==> config.mk <==
export PLATFORM = sky130hd
export DESIGN_NAME = serie_paralelo_rx
export DESIGN_NICKNAME = d
export VERILOG_FILES = /design/src/rtl/serie_paralelo_rx.sv
export SDC_FILE = /design/constraint.sdc
export NUM_CORES = 1
export LEC_CHECK = 0
export BUFFER_PORTS_ARGS = -buffer_cell sky130_fd_sc_hd__buf_2
export CAP_MARGIN = 5
export CORE_UTILIZATION = 45
export DETAILED_ROUTE_END_ITERATION = 10
export GPL_ROUTABILITY_DRIVEN = 0
export PLACE_DENSITY = 0.69
export SLEW_MARGIN = 20
export SYNTH_ARGS = -nofsm -noshare
export SYNTH_HDL_FRONTEND = slang
export SYNTH_SLANG_ARGS = --single-unit
==> constraint.sdc <==
create_clock -name CLOCK -period 2.55 [get_ports CLOCK]
set_clock_uncertainty 0.15 [all_clocks]
set_input_delay 0.1275 -clock CLOCK [delete_from_list [all_inputs] [get_ports CLOCK]]
set_output_delay 0.1275 -clock CLOCK [all_outputs]
set_load 0.005 [all_outputs]
==> src/rtl/serie_paralelo_rx.sv <==
// Serial-to-parallel receiver: aligns 10-bit symbols on K28.5 commas and,
// once locked, emits every aligned word with a one-cycle VALID strobe.
module serie_paralelo_rx #(
  parameter int unsigned SYNC_COMMAS = 3,
  parameter logic [9:0]  COMMA_N     = 10'h17C,
  parameter logic [9:0]  COMMA_P     = 10'h283
) (
  input  logic       CLOCK,
  input  logic       RESET_L,
  input  logic       DATA_IN,
  output logic [9:0] D,
  output logic       VALID,
  output logic       IS,
  output logic       COMMA
);

  localparam int unsigned CW = $clog2(SYNC_COMMAS + 1);
  localparam logic [CW-1:0] SC = CW'(SYNC_COMMAS);

  localparam logic [1:0] SEARCH = 2'd0;
  localparam logic [1:0] TRACK  = 2'd1;
  localparam logic [1:0] SYNC   = 2'd2;

  logic [1:0]    state_q, state_d;
  logic [9:0]    shreg_q, shreg_d;
  logic [3:0]    bit_cnt_q, bit_cnt_d;
  logic [CW-1:0] comma_cnt_q, comma_cnt_d;
  logic [9:0]    d_q, d_d;
  logic          valid_q, valid_d;
  logic          is_q, is_d;
  logic          comma_q, comma_d;

  logic [9:0] word;
  logic       is_comma;
  logic       boundary;

  // word includes the bit being sampled on this edge
  assign word     = {DATA_IN, shreg_q[9:1]};
  assign is_comma = (word == COMMA_N) || (word == COMMA_P);
  assign boundary = (bit_cnt_q == 4'd9);

  always_comb begin
    state_d     = state_q;
    shreg_d     = word;
    bit_cnt_d   = boundary ? 4'd0 : bit_cnt_q + 4'd1;
    comma_cnt_d = comma_cnt_q;
    d_d         = d_q;
    valid_d     = 1'b0;
    is_d        = is_q;
    comma_d     = comma_q;
    case (state_q)
      SEARCH: begin
        if (is_comma) begin
          bit_cnt_d   = 4'd0;
          comma_cnt_d = CW'(1);
          if (SYNC_COMMAS == 1) begin
            state_d = SYNC;
            is_d    = 1'b1;
            valid_d = 1'b1;
            d_d     = word;
            comma_d = 1'b1;
          end else begin
            state_d = TRACK;
          end
        end
      end
      TRACK: begin
        if (boundary) begin
          if (is_comma) begin
            if (comma_cnt_q >= SC - CW'(1)) begin
              comma_cnt_d = SC;
              state_d     = SYNC;
              is_d        = 1'b1;
              valid_d     = 1'b1;
              d_d         = word;
              comma_d     = 1'b1;
            end else begin
              comma_cnt_d = comma_cnt_q + CW'(1);
            end
          end else begin
            comma_cnt_d = '0;
            state_d     = SEARCH;
          end
        end else if (is_comma) begin
          // misaligned comma restarts the count at the new phase
          bit_cnt_d   = 4'd0;
          comma_cnt_d = CW'(1);
        end
      end
      SYNC: begin
        if (boundary) begin
          d_d     = word;
          valid_d = 1'b1;
          comma_d = is_comma;
        end else if (is_comma) begin
          is_d        = 1'b0;
          bit_cnt_d   = 4'd0;
          comma_cnt_d = CW'(1);
          state_d     = TRACK;
        end
      end
      default: state_d = SEARCH;
    endcase
  end

  always_ff @(posedge CLOCK) begin
    if (!RESET_L) begin
      state_q     <= SEARCH;
      shreg_q     <= '0;
      bit_cnt_q   <= '0;
      comma_cnt_q <= '0;
      d_q         <= '0;
      valid_q     <= 1'b0;
      is_q        <= 1'b0;
      comma_q     <= 1'b0;
    end else begin
      state_q     <= state_d;
      shreg_q     <= shreg_d;
      bit_cnt_q   <= bit_cnt_d;
      comma_cnt_q <= comma_cnt_d;
      d_q         <= d_d;
      valid_q     <= valid_d;
      is_q        <= is_d;
      comma_q     <= comma_d;
    end
  end

  assign D     = d_q;
  assign VALID = valid_q;
  assign IS    = is_q;
  assign COMMA = comma_q;

endmodule

==> metrics, run 1 <==
Synth Flop Type=dfxtp_1; Critical Path Source Type=input pin; Initial Utilization=48.61%; mux contribution to synthesized area=7.279%; drt wl/cell=12.45 um; Hold Vio Cnt, Final=0; post-synthesis simple-gate area fraction=23.66%; detailed-route via count=1099; CTS buffer count=5; die width=57.28 um; post-route setup TNS=0 ps; cell area after layout=1529 sq um; largest area contributor in the netlist=dfxtp_1; Worst Setup End Kind=flop; worst-path fanout max=10; Relative slew margins=54.51%; Seq pwr share=59.5%; Synth Warn #=0; dpl hpwl=1838 um; TritonCTS clock tree=yes; layout cells sized above 1=16.76%; Comb pwr share=3.3%; Syn Area/Cell=8.815 sq um; Filler Cells Inserted=275; GRT Util Overall=17.52%; die footprint=3281 sq um; top-area cell type share of the netlist area=43.68%; leakage=0.7464 nW; Starting DRT DRC Count=60; worst-margin pin slew=682.3 ps; Sw Share=23.43%; Final Critical Period=2177 ps; die height=57.28 um; FFs w/ async S/R, synth=0%; Max Slew Vio Count=0; # IOs=16; CTS resizes=0; Max Cap Violations=0; register area share after synthesis=43.68%; peak supply drop=0.4063 mV; number of port buffers=15; largest family of logic cells by synthesized area=simple AND/OR/NAND/NOR gates; depth of the worst hold-timing path=3; Final Cycle Share=85.39%; number of synthesized flops with an enable pin=0; Via density=5.387; Worst EP required=2600 ps; Total Power=0.8068 mW; Syn Inst Count=156; clock share of power=37.1%; Power Dens Cells=527.7 nW/um^2; Synth Area in XOR/XNOR=1.274%; Post-DRT Antenna Nets=0; Int Pwr=0.6177 mW; CTS H-Tree Depth=2; first-pass GRT wire length=4353 um; most frequent cells in the layout=30 x dfxtp_1, 30 x nand2_1, 15 x buf_2; Synth Register Bits=30; CTS Buffer Depth=2; outcome=finished, violations left; WS Path Type=in -> reg; Rows=19; R2R depth=5; Psw=0.1890 mW; root buffer cell=clkbuf_4; DP Area=1451 sq um; vias in the first global route=1006; failing checks=design-rule violations; largest net degree at the start of global routing=30; area growth from synthesis to layout=11.19%; initial antenna violation count=0; hold_buf cts=1; worst hold slack=128.8 ps; fin nets=182; Worst-Skew Late Latency=330 ps; Residual DRC=2; synthesized area=1375 sq um; synth top area cells=dfxtp_1 44%, nand2_1 8.2%, mux2i_1 7.3%; adder-cell area share of the yosys netlist=6.369%; area of the multi-input gates=688.2 sq um; RSZ-0062 raised after global routing=false; DRT Pass-1 Iters=7; Synth Net Count=166; worst path arrival time=2220 ps; CTS clk-pin slew, worst paths=100 ps; Total Routed Length=2539 um; Antenna Cells=0; Sequential Area=600.6 sq um; fmax=459.3 MHz; core footprint=2829 sq um; Min-Delay Path Class=in -> reg; Synth Area in Compound Gates=11.19%; clk sinks=30; setup bufs post-CTS=0; Congestion Overflow GR=0; Cell variety after synth=43; Final setup viols=0
-- registers in the layout (all words and copies together) (netlist names) --
| register | flops |
|---|---|
| COMMA | 1 |
| state_q | 2 |
| bit_cnt_q | 4 |
| IS | 1 |
| VALID | 1 |
| shreg_q | 9 |
| comma_cnt_q | 2 |
| D | 10 |
-- power groups by stage --
stage          registers [mW]  clock network (mW)  logic, mW
6_report                0.480               0.300     0.0269
5_1_grt                 0.482               0.327     0.0308
4_1_cts                 0.480               0.303     0.0270
3_5_place_dp            0.491                   0     0.0258
3_3_place_gp            0.491                   0     0.0247
2_1_floorplan           0.490                   0     0.0201
-- Yosys cell counts, types with 2 or more instances --
| library cell | instances |
|---|---|
| a21oi_1 | 6 |
| clkbuf_1 | 4 |
| dfxtp_1 | 30 |
| ha_1 | 7 |
| inv_1 | 14 |
| mux2i_1 | 10 |
| nand2_1 | 30 |
| nand2b_1 | 2 |
| nand3_1 | 3 |
| nand4_1 | 5 |
| nand4b_1 | 2 |
| nor2_1 | 7 |
| nor3_1 | 3 |
| o21ai_0 | 2 |
| o21ai_1 | 2 |
| or4_1 | 2 |
-- layout make-up --
cell class | instances | area share [%]
Tap cell | 31 | 2.537
Inverter | 14 | 3.437
Sequential cell | 30 | 39.28
Clock inverter | 2 | 0.8183
Timing Repair Buffer | 16 | 5.565
Clock buffer | 6 | 3.355
Multi-Input combinational cell | 105 | 45.01
-- metal layers --
metal  vias up  GRT usage [%]  share of wire, %
met5         -              0                 0
met4         0          9.059               1.5
met3         5          6.122               5.2
met2        22          26.55                46
met1       508          22.00                48
li1        564              -                 -
-- critical path, stage by stage --
cell	delay, ps
dlygate4sd3_1	530
buf_2	140
or4b_4	490
or3_4	400
a21oi_2	140
o21ai_2	210
mux2i_1	190
-- per-stage QoR --
step	instances	utilization, %	setup WS (ps)
after floorplan	156	-	627.9
after global placement	195	51.30	228.9
after detailed placement	195	51.30	68.03
after CTS	204	53.91	45.21
after global routing	204	54.05	259.0
final	204	54.05	372.7
-- logic make-up after synthesis --
kind of cell	Yosys count
AND/OR/NAND/NOR	63
flip-flops	30
AO/OA/AOI/OAI	23
buffers and inverters	21
multiplexers	10
adder cells (fa/ha/maj)	7
XOR/XNOR	2
-- worst paths after layout --
path / startpoint / end / slack (ps)
worst min register to register: COMMA / COMMA / 290
worst max register to register: state_q[0] / D[2] / 410
worst min-delay path: RESET_L / IS / 130
worst max-delay path: DATA_IN / D[2] / 370
No activity file was read; power rests on OpenSTA's default activity.
==> run 2, diff against run 1 <==
- PLACE_DENSITY: 0.69 -> 0.72
- clock period: 2.55 -> 1.9 ns (I/O delays scaled with it)
==> run 2 against run 1 <==
The flow finishes with violations (design-rule violations, negative setup slack). Sequential cell count unchanged. Core utilization increased by 8.0 points. Clock power increased by 36%. Power increased by 36%. First-iteration DRC count increased by 13%. Cell count increased by 9.3%. Critical path depth decreased by 1. Sequential share of layout area decreased by 4.9 points. Wire length increased by 23%. Count of clock-buffer cells in the layout unchanged. Largest cell class unchanged.
==> metrics, run 2 (same netlist as run 1, synthesis figures left out) <==
outcome=finished, violations left; failing checks=design-rule violations, negative setup slack; Final Critical Period=2057 ps; initial antenna violation count=0 (unchanged); core footprint=2829 sq um (unchanged); R2R depth=6 (+1); Rows=19 (unchanged); first-pass GRT wire length=5285 um (+21%); CTS H-Tree Depth=2 (unchanged); fin nets=201 (+10%); Min-Delay Path Class=in -> reg; DP Area=1587 sq um (+9.3%); fmax=486.1 MHz; CTS clk-pin slew, worst paths=100 ps (about the same); Worst-Skew Late Latency=330 ps (about the same); Power Dens Cells=625.4 nW/um^2 (+19%); flop2flop setup slack=-160 ps (-570 ps); Relative slew margins=76.51% (+22 points); area growth from synthesis to layout=27.66%; Max stage delay on crit path=540 ps (about the same); die width=57.28 um (unchanged); Max Slew Vio Count=0 (unchanged); max reg flops=10 (unchanged); leakage=0.8724 nW (+17%); Total Power=1.098 mW (+36%); Place WS=-230.5 ps (-298.5 ps); final worst setup slack=-157.3 ps (-530.0 ps); Antenna Cells=0 (unchanged); cell area after layout=1755 sq um (+15%); Final setup viols=17 (+17); CTS buffer count=5 (unchanged); clk sinks=30 (unchanged); Worst EP required=2000 ps (-600 ps); Final Cycle Share=108.3%; final core utilization=62.05% (+8.0 points); CP Launch Point=shreg_q[8]; GRT Util Overall=22.05% (+4.5 points); root buffer cell=clkbuf_4; largest net degree at the start of global routing=17 (-43%); die footprint=3281 sq um (unchanged); Max Cap Violations=0 (unchanged); DRT Pass-1 Iters=7 (unchanged); Hold Vio Cnt, Final=0 (unchanged); vias in the first global route=1185 (+18%); number of port buffers=15 (unchanged); depth of the worst hold-timing path=5 (+2); worst path arrival time=2160 ps (-60 ps); drt wl/cell=13.96 um (+12%); CP cell instances=or4b_4 -> buf_4 -> or4_4 -> nand2_4 -> nand4_1 -> o311ai_2; worst-path fanout max=3 (-7); Starting DRT DRC Count=68 (+13%); layout cells sized above 1=32.29% (+16 points); Critical Path Source Type=flop; Hold Crit Start=DATA_IN; worst r2r src=shreg_q[8]; Slowest cell on crit path=or4b_4; hold worst-path end=state_q[1]; Worst Setup End Kind=flop; dpl hpwl=2261 um (+23%); most frequent cells in the layout=28 x dfxtp_1, 28 x nand2_1, 16 x buf_4; worst-margin pin slew=350.5 ps (-331.8 ps); TritonCTS clock tree=yes; # IOs=16 (unchanged); peak supply drop=0.5012 mV (+23%); WS Path Type=reg -> reg; Congestion Overflow GR=0 (unchanged); Inst Count DP=213 (+9.2%); post-route setup TNS=-1589 ps (-1589 ps); Total Routed Length=3112 um (+23%); Worst R2R End=D[0]; Post-DRT Antenna Nets=0 (unchanged); detailed-route via count=1207 (+9.8%); RSZ-0062 raised after global routing=true; CTS Buffer Depth=2 (unchanged); Residual DRC=2 (unchanged); worst hold slack=299.3 ps (+170.5 ps); Initial Utilization=48.61% (unchanged); die height=57.28 um (unchanged); Non-Filler Instances=223 (+9.3%); Via density=5.413 (+0.47%)
[run 2: area by class of cell]
| class | count | area, sq um |
|---|---|---|
| fillers | 236 | 1074 |
| multi-input cells | 105 | 759.5 |
| flip-flops and latches | 30 | 603.1 |
| repair buffers | 35 | 237.7 |
| inverters | 14 | 52.55 |
| clock buffers | 6 | 51.30 |
| well taps | 31 | 38.79 |
| clock inverters | 2 | 12.51 |
[run 2: where the power goes]
group          internal [mW]  leakage [nW]  switching, mW
sequential             0.638         0.243        0.00664
clock                  0.178        0.0343          0.231
combinational         0.0205         0.595         0.0246
total                  0.836         0.872          0.262
[run 2: metal layers]
layer | up-vias | GRT usage [%] | part of all wire (%)
met5 | - | 0 | 0
met3 | 6 | 8.844 | 3.5
met1 | 565 | 27.09 | 46
li1 | 606 | - | -
met4 | 0 | 11.50 | 2.0
met2 | 30 | 33.28 | 49
[run 2: worst max path at each step]
stage | cells after the start | end
floorplan | 6 | D[1]
global placement | 6 | D[0]
detailed placement | 5 | comma_cnt_q[1]
CTS | 6 | D[2]
global route | 6 | D[3]
finish | 6 | D[0]
[run 2: repair_timing]
action / CTS / global route
endpoints found under the hold margin: 10 / 0
hold buffers: 2 / 0
pin swaps: 7 / 5
gates cloned: 0 / 0
gates resized for setup: 9 / 15
buffers inserted: 0 / 0
endpoints found under the setup margin: 20 / 20
[run 2: critical path: cells and delay by family, from the launching register on]
family	cells	cell delay [ps]
AND/OR/NAND/NOR	4	1240
flip-flops	1	330
buffers and inverters	1	160
AO/OA/AOI/OAI	1	80
==> run 3, diff against run 2 <==
- GPL_ROUTABILITY_DRIVEN: 0 -> default
- PLACE_DENSITY: 0.72 -> 0.67
==> run 3 against run 2 <==
The run still ends with design-rule violations, negative setup slack left. Critical path depth did not move. Sequential cell count did not move. Register-to-register slack got worse by 30 ps. Count of clock-buffer cells in the layout did not move. Sequential power barely moved. Worst hold slack improved by 6.6 ps. Wire length rose by 1.6%. Fmax fell by 1.6%. Core utilization rose by 1.6 points. Cell area rose by 2.6%. Clock power rose by 29%. Largest power group unchanged.
==> metrics, run 3 (same netlist as run 1, synthesis figures left out) <==
outcome=finished, violations left; failing checks=design-rule violations, negative setup slack; die width=57.28 um (unchanged); Rows=19 (unchanged); fin nets=205 (+2.0%); Top Usage Layer GRT=met2; Min-Delay Path Class=reg -> reg; Final Critical Period=2091 ps (+33.79 ps); Hold Vio Cnt, Final=0 (unchanged); DRT Pass-1 Iters=8 (+1); worst-margin pin slew=325.8 ps (-24.73 ps); detailed-route via count=1223 (+1.3%); GRT Util Overall=20.11% (-1.9 points); Int Pwr=0.9689 mW (+16%); post-route setup TNS=-1774 ps (-185.1 ps); clock share of power=43.0% (+5.8 points); die footprint=3281 sq um (unchanged); number of port buffers=15 (unchanged); Sw Share=20.68% (-3.2 points); Max Slew Vio Count=0 (unchanged); drt wl/cell=13.99 um (+0.23%); RSZ-0062 raised after global routing=true; initial antenna violation count=0 (unchanged); grt met3 use=5.442% (-3.4 points); max reg flops=10 (unchanged); Worst Setup End Kind=flop; final core utilization=63.69% (+1.6 points); most frequent cells in the layout=29 x dfxtp_1, 29 x nand2_1, 20 x buf_4; Filler Cells Inserted=243 (+3.0%); CTS H-Tree Depth=2 (unchanged); Critical Path Source Type=flop; die height=57.28 um (unchanged); WS Path Type=reg -> reg; WP buf/inv=1 (unchanged); core footprint=2829 sq um (unchanged); Final Cycle Share=110.1% (+1.8 points); Antenna Cells=0 (unchanged); CP cell instances=or4b_4 -> buf_4 -> or4_4 -> nand2_4 -> nand4_1 -> o311ai_2; Power Dens Cells=677.9 nW/um^2 (+8.4%); TritonCTS clock tree=yes; worst-path fanout max=3 (unchanged); Worst-Skew Late Latency=330 ps (about the same); GR Util met1=25.04% (-2.1 points); clk sinks=30 (unchanged); Congestion Overflow GR=0 (unchanged); final worst setup slack=-191.1 ps (-33.79 ps); Via density=5.412 (about the same); Total Power=1.221 mW (+11%); Slowest cell on crit path=or4b_4; Starting DRT DRC Count=61 (-10%); peak supply drop=0.5131 mV (+2.4%); Max Cap Violations=0 (unchanged); dpl hpwl=2127 um (-5.9%); largest net degree at the start of global routing=21 (+4); worst path arrival time=2180 ps (+20 ps); first-pass GRT wire length=4981 um (-5.8%); Post-DRT Antenna Nets=0 (unchanged); Psw=0.2525 mW (-3.5%); CTS buffer count=5 (unchanged); Sequential Area=601.8 sq um (-0.21%); Max stage delay on crit path=540 ps (about the same); CTS clk-pin slew, worst paths=100 ps (about the same); GRT met2 Usage=30.42% (-2.9 points); fmax=478.2 MHz (-1.6%); Final setup viols=13 (-4); Relative slew margins=78.26% (+1.8 points); root buffer cell=clkbuf_4; Worst EP required=1990 ps (about the same); vias in the first global route=1147 (-3.2%); # IOs=16 (unchanged); CTS Buffer Depth=2 (unchanged); Comb pwr share=4.3% (+0.2 points); area of the multi-input gates=759.5 sq um (unchanged); area growth from synthesis to layout=31.03%; Residual DRC=3 (+1); Place WS=-158.8 ps (+71.64 ps); Total Routed Length=3161 um (+1.6%); GPL Wtd Cong=0.8668; leakage=0.9104 nW (+4.4%); worst hold slack=305.8 ps (+6.569 ps); Seq pwr share=52.7% (-6.0 points); layout cells sized above 1=32.31% (about the same); cell family with most CP delay=simple AND/OR/NAND/NOR gates; Initial Utilization=48.61% (unchanged)
==> run 3: cell types whose count changed in the layout (fill, tap and decap cells not counted), moves of 2 or more <==
cell | before | now
o21ai_0 | 0 | 2
a21oi_2 | 3 | 1
o21ai_1 | 3 | 1
buf_4 | 16 | 20
a21oi_1 | 4 | 6
==> run 3: tightest hold or removal path: cells and delay by family, from the launching register on <==
kind | cells | cell delay [ps]
flip-flops | 1 | 320
AND/OR/NAND/NOR | 1 | 50
AO/OA/AOI/OAI | 1 | 50
==> run 3: per-stage QoR <==
stage	instance area (sq um)	instances
floorplan	1376	156
global placement	1594	214
detailed placement	1594	214
CTS	1765	226
global route	1802	226
finish	1802	226
==> run 3: power by group through the flow <==
stage                     Combinational, mW  Sequential, mW  Clock, mW
final                                0.0524           0.644      0.525
after global routing                 0.0578           0.645      0.565
after detailed placement             0.0445           0.658          0
after CTS                            0.0516           0.644      0.539
after global placement               0.0424           0.658          0
after floorplan                      0.0269           0.657          0
==> run 3: cell type report <==
| type | count | share of cell area [%] |
|---|---|---|
| inverters | 14 | 2.917 |
| multi-input cells | 105 | 42.15 |
| flip-flops and latches | 30 | 33.40 |
| clock inverters | 1 | 1.667 |
| clock buffers | 6 | 2.847 |
| repair buffers | 39 | 14.86 |
| well taps | 31 | 2.153 |
==> run 3: worst paths after layout <==
path / startpoint / endpoint / slack (ps) / cells past startpoint
max reg2reg: shreg_q[8] / D[0] / -190 / 6
min: IS / IS / 310 / 2
min reg2reg: IS / IS / 310 / 2
max: shreg_q[8] / D[0] / -190 / 6
==> run 3: per-layer routing <==
metal / vias up / wire (um)
met2: 40 / 1451
met5: - / 0
met3: 8 / 200
li1: 611 / -
met4: 0 / 63
met1: 564 / 1445
==> run 3: repair_timing <==
item | CTS | global route
endpoints found under the setup margin | 19 | 21
pin swaps | 5 | 3
hold buffers | 2 | 0
gates resized for setup | 13 | 7
buffers inserted | 3 | 0
endpoints found under the hold margin | 4 | 0
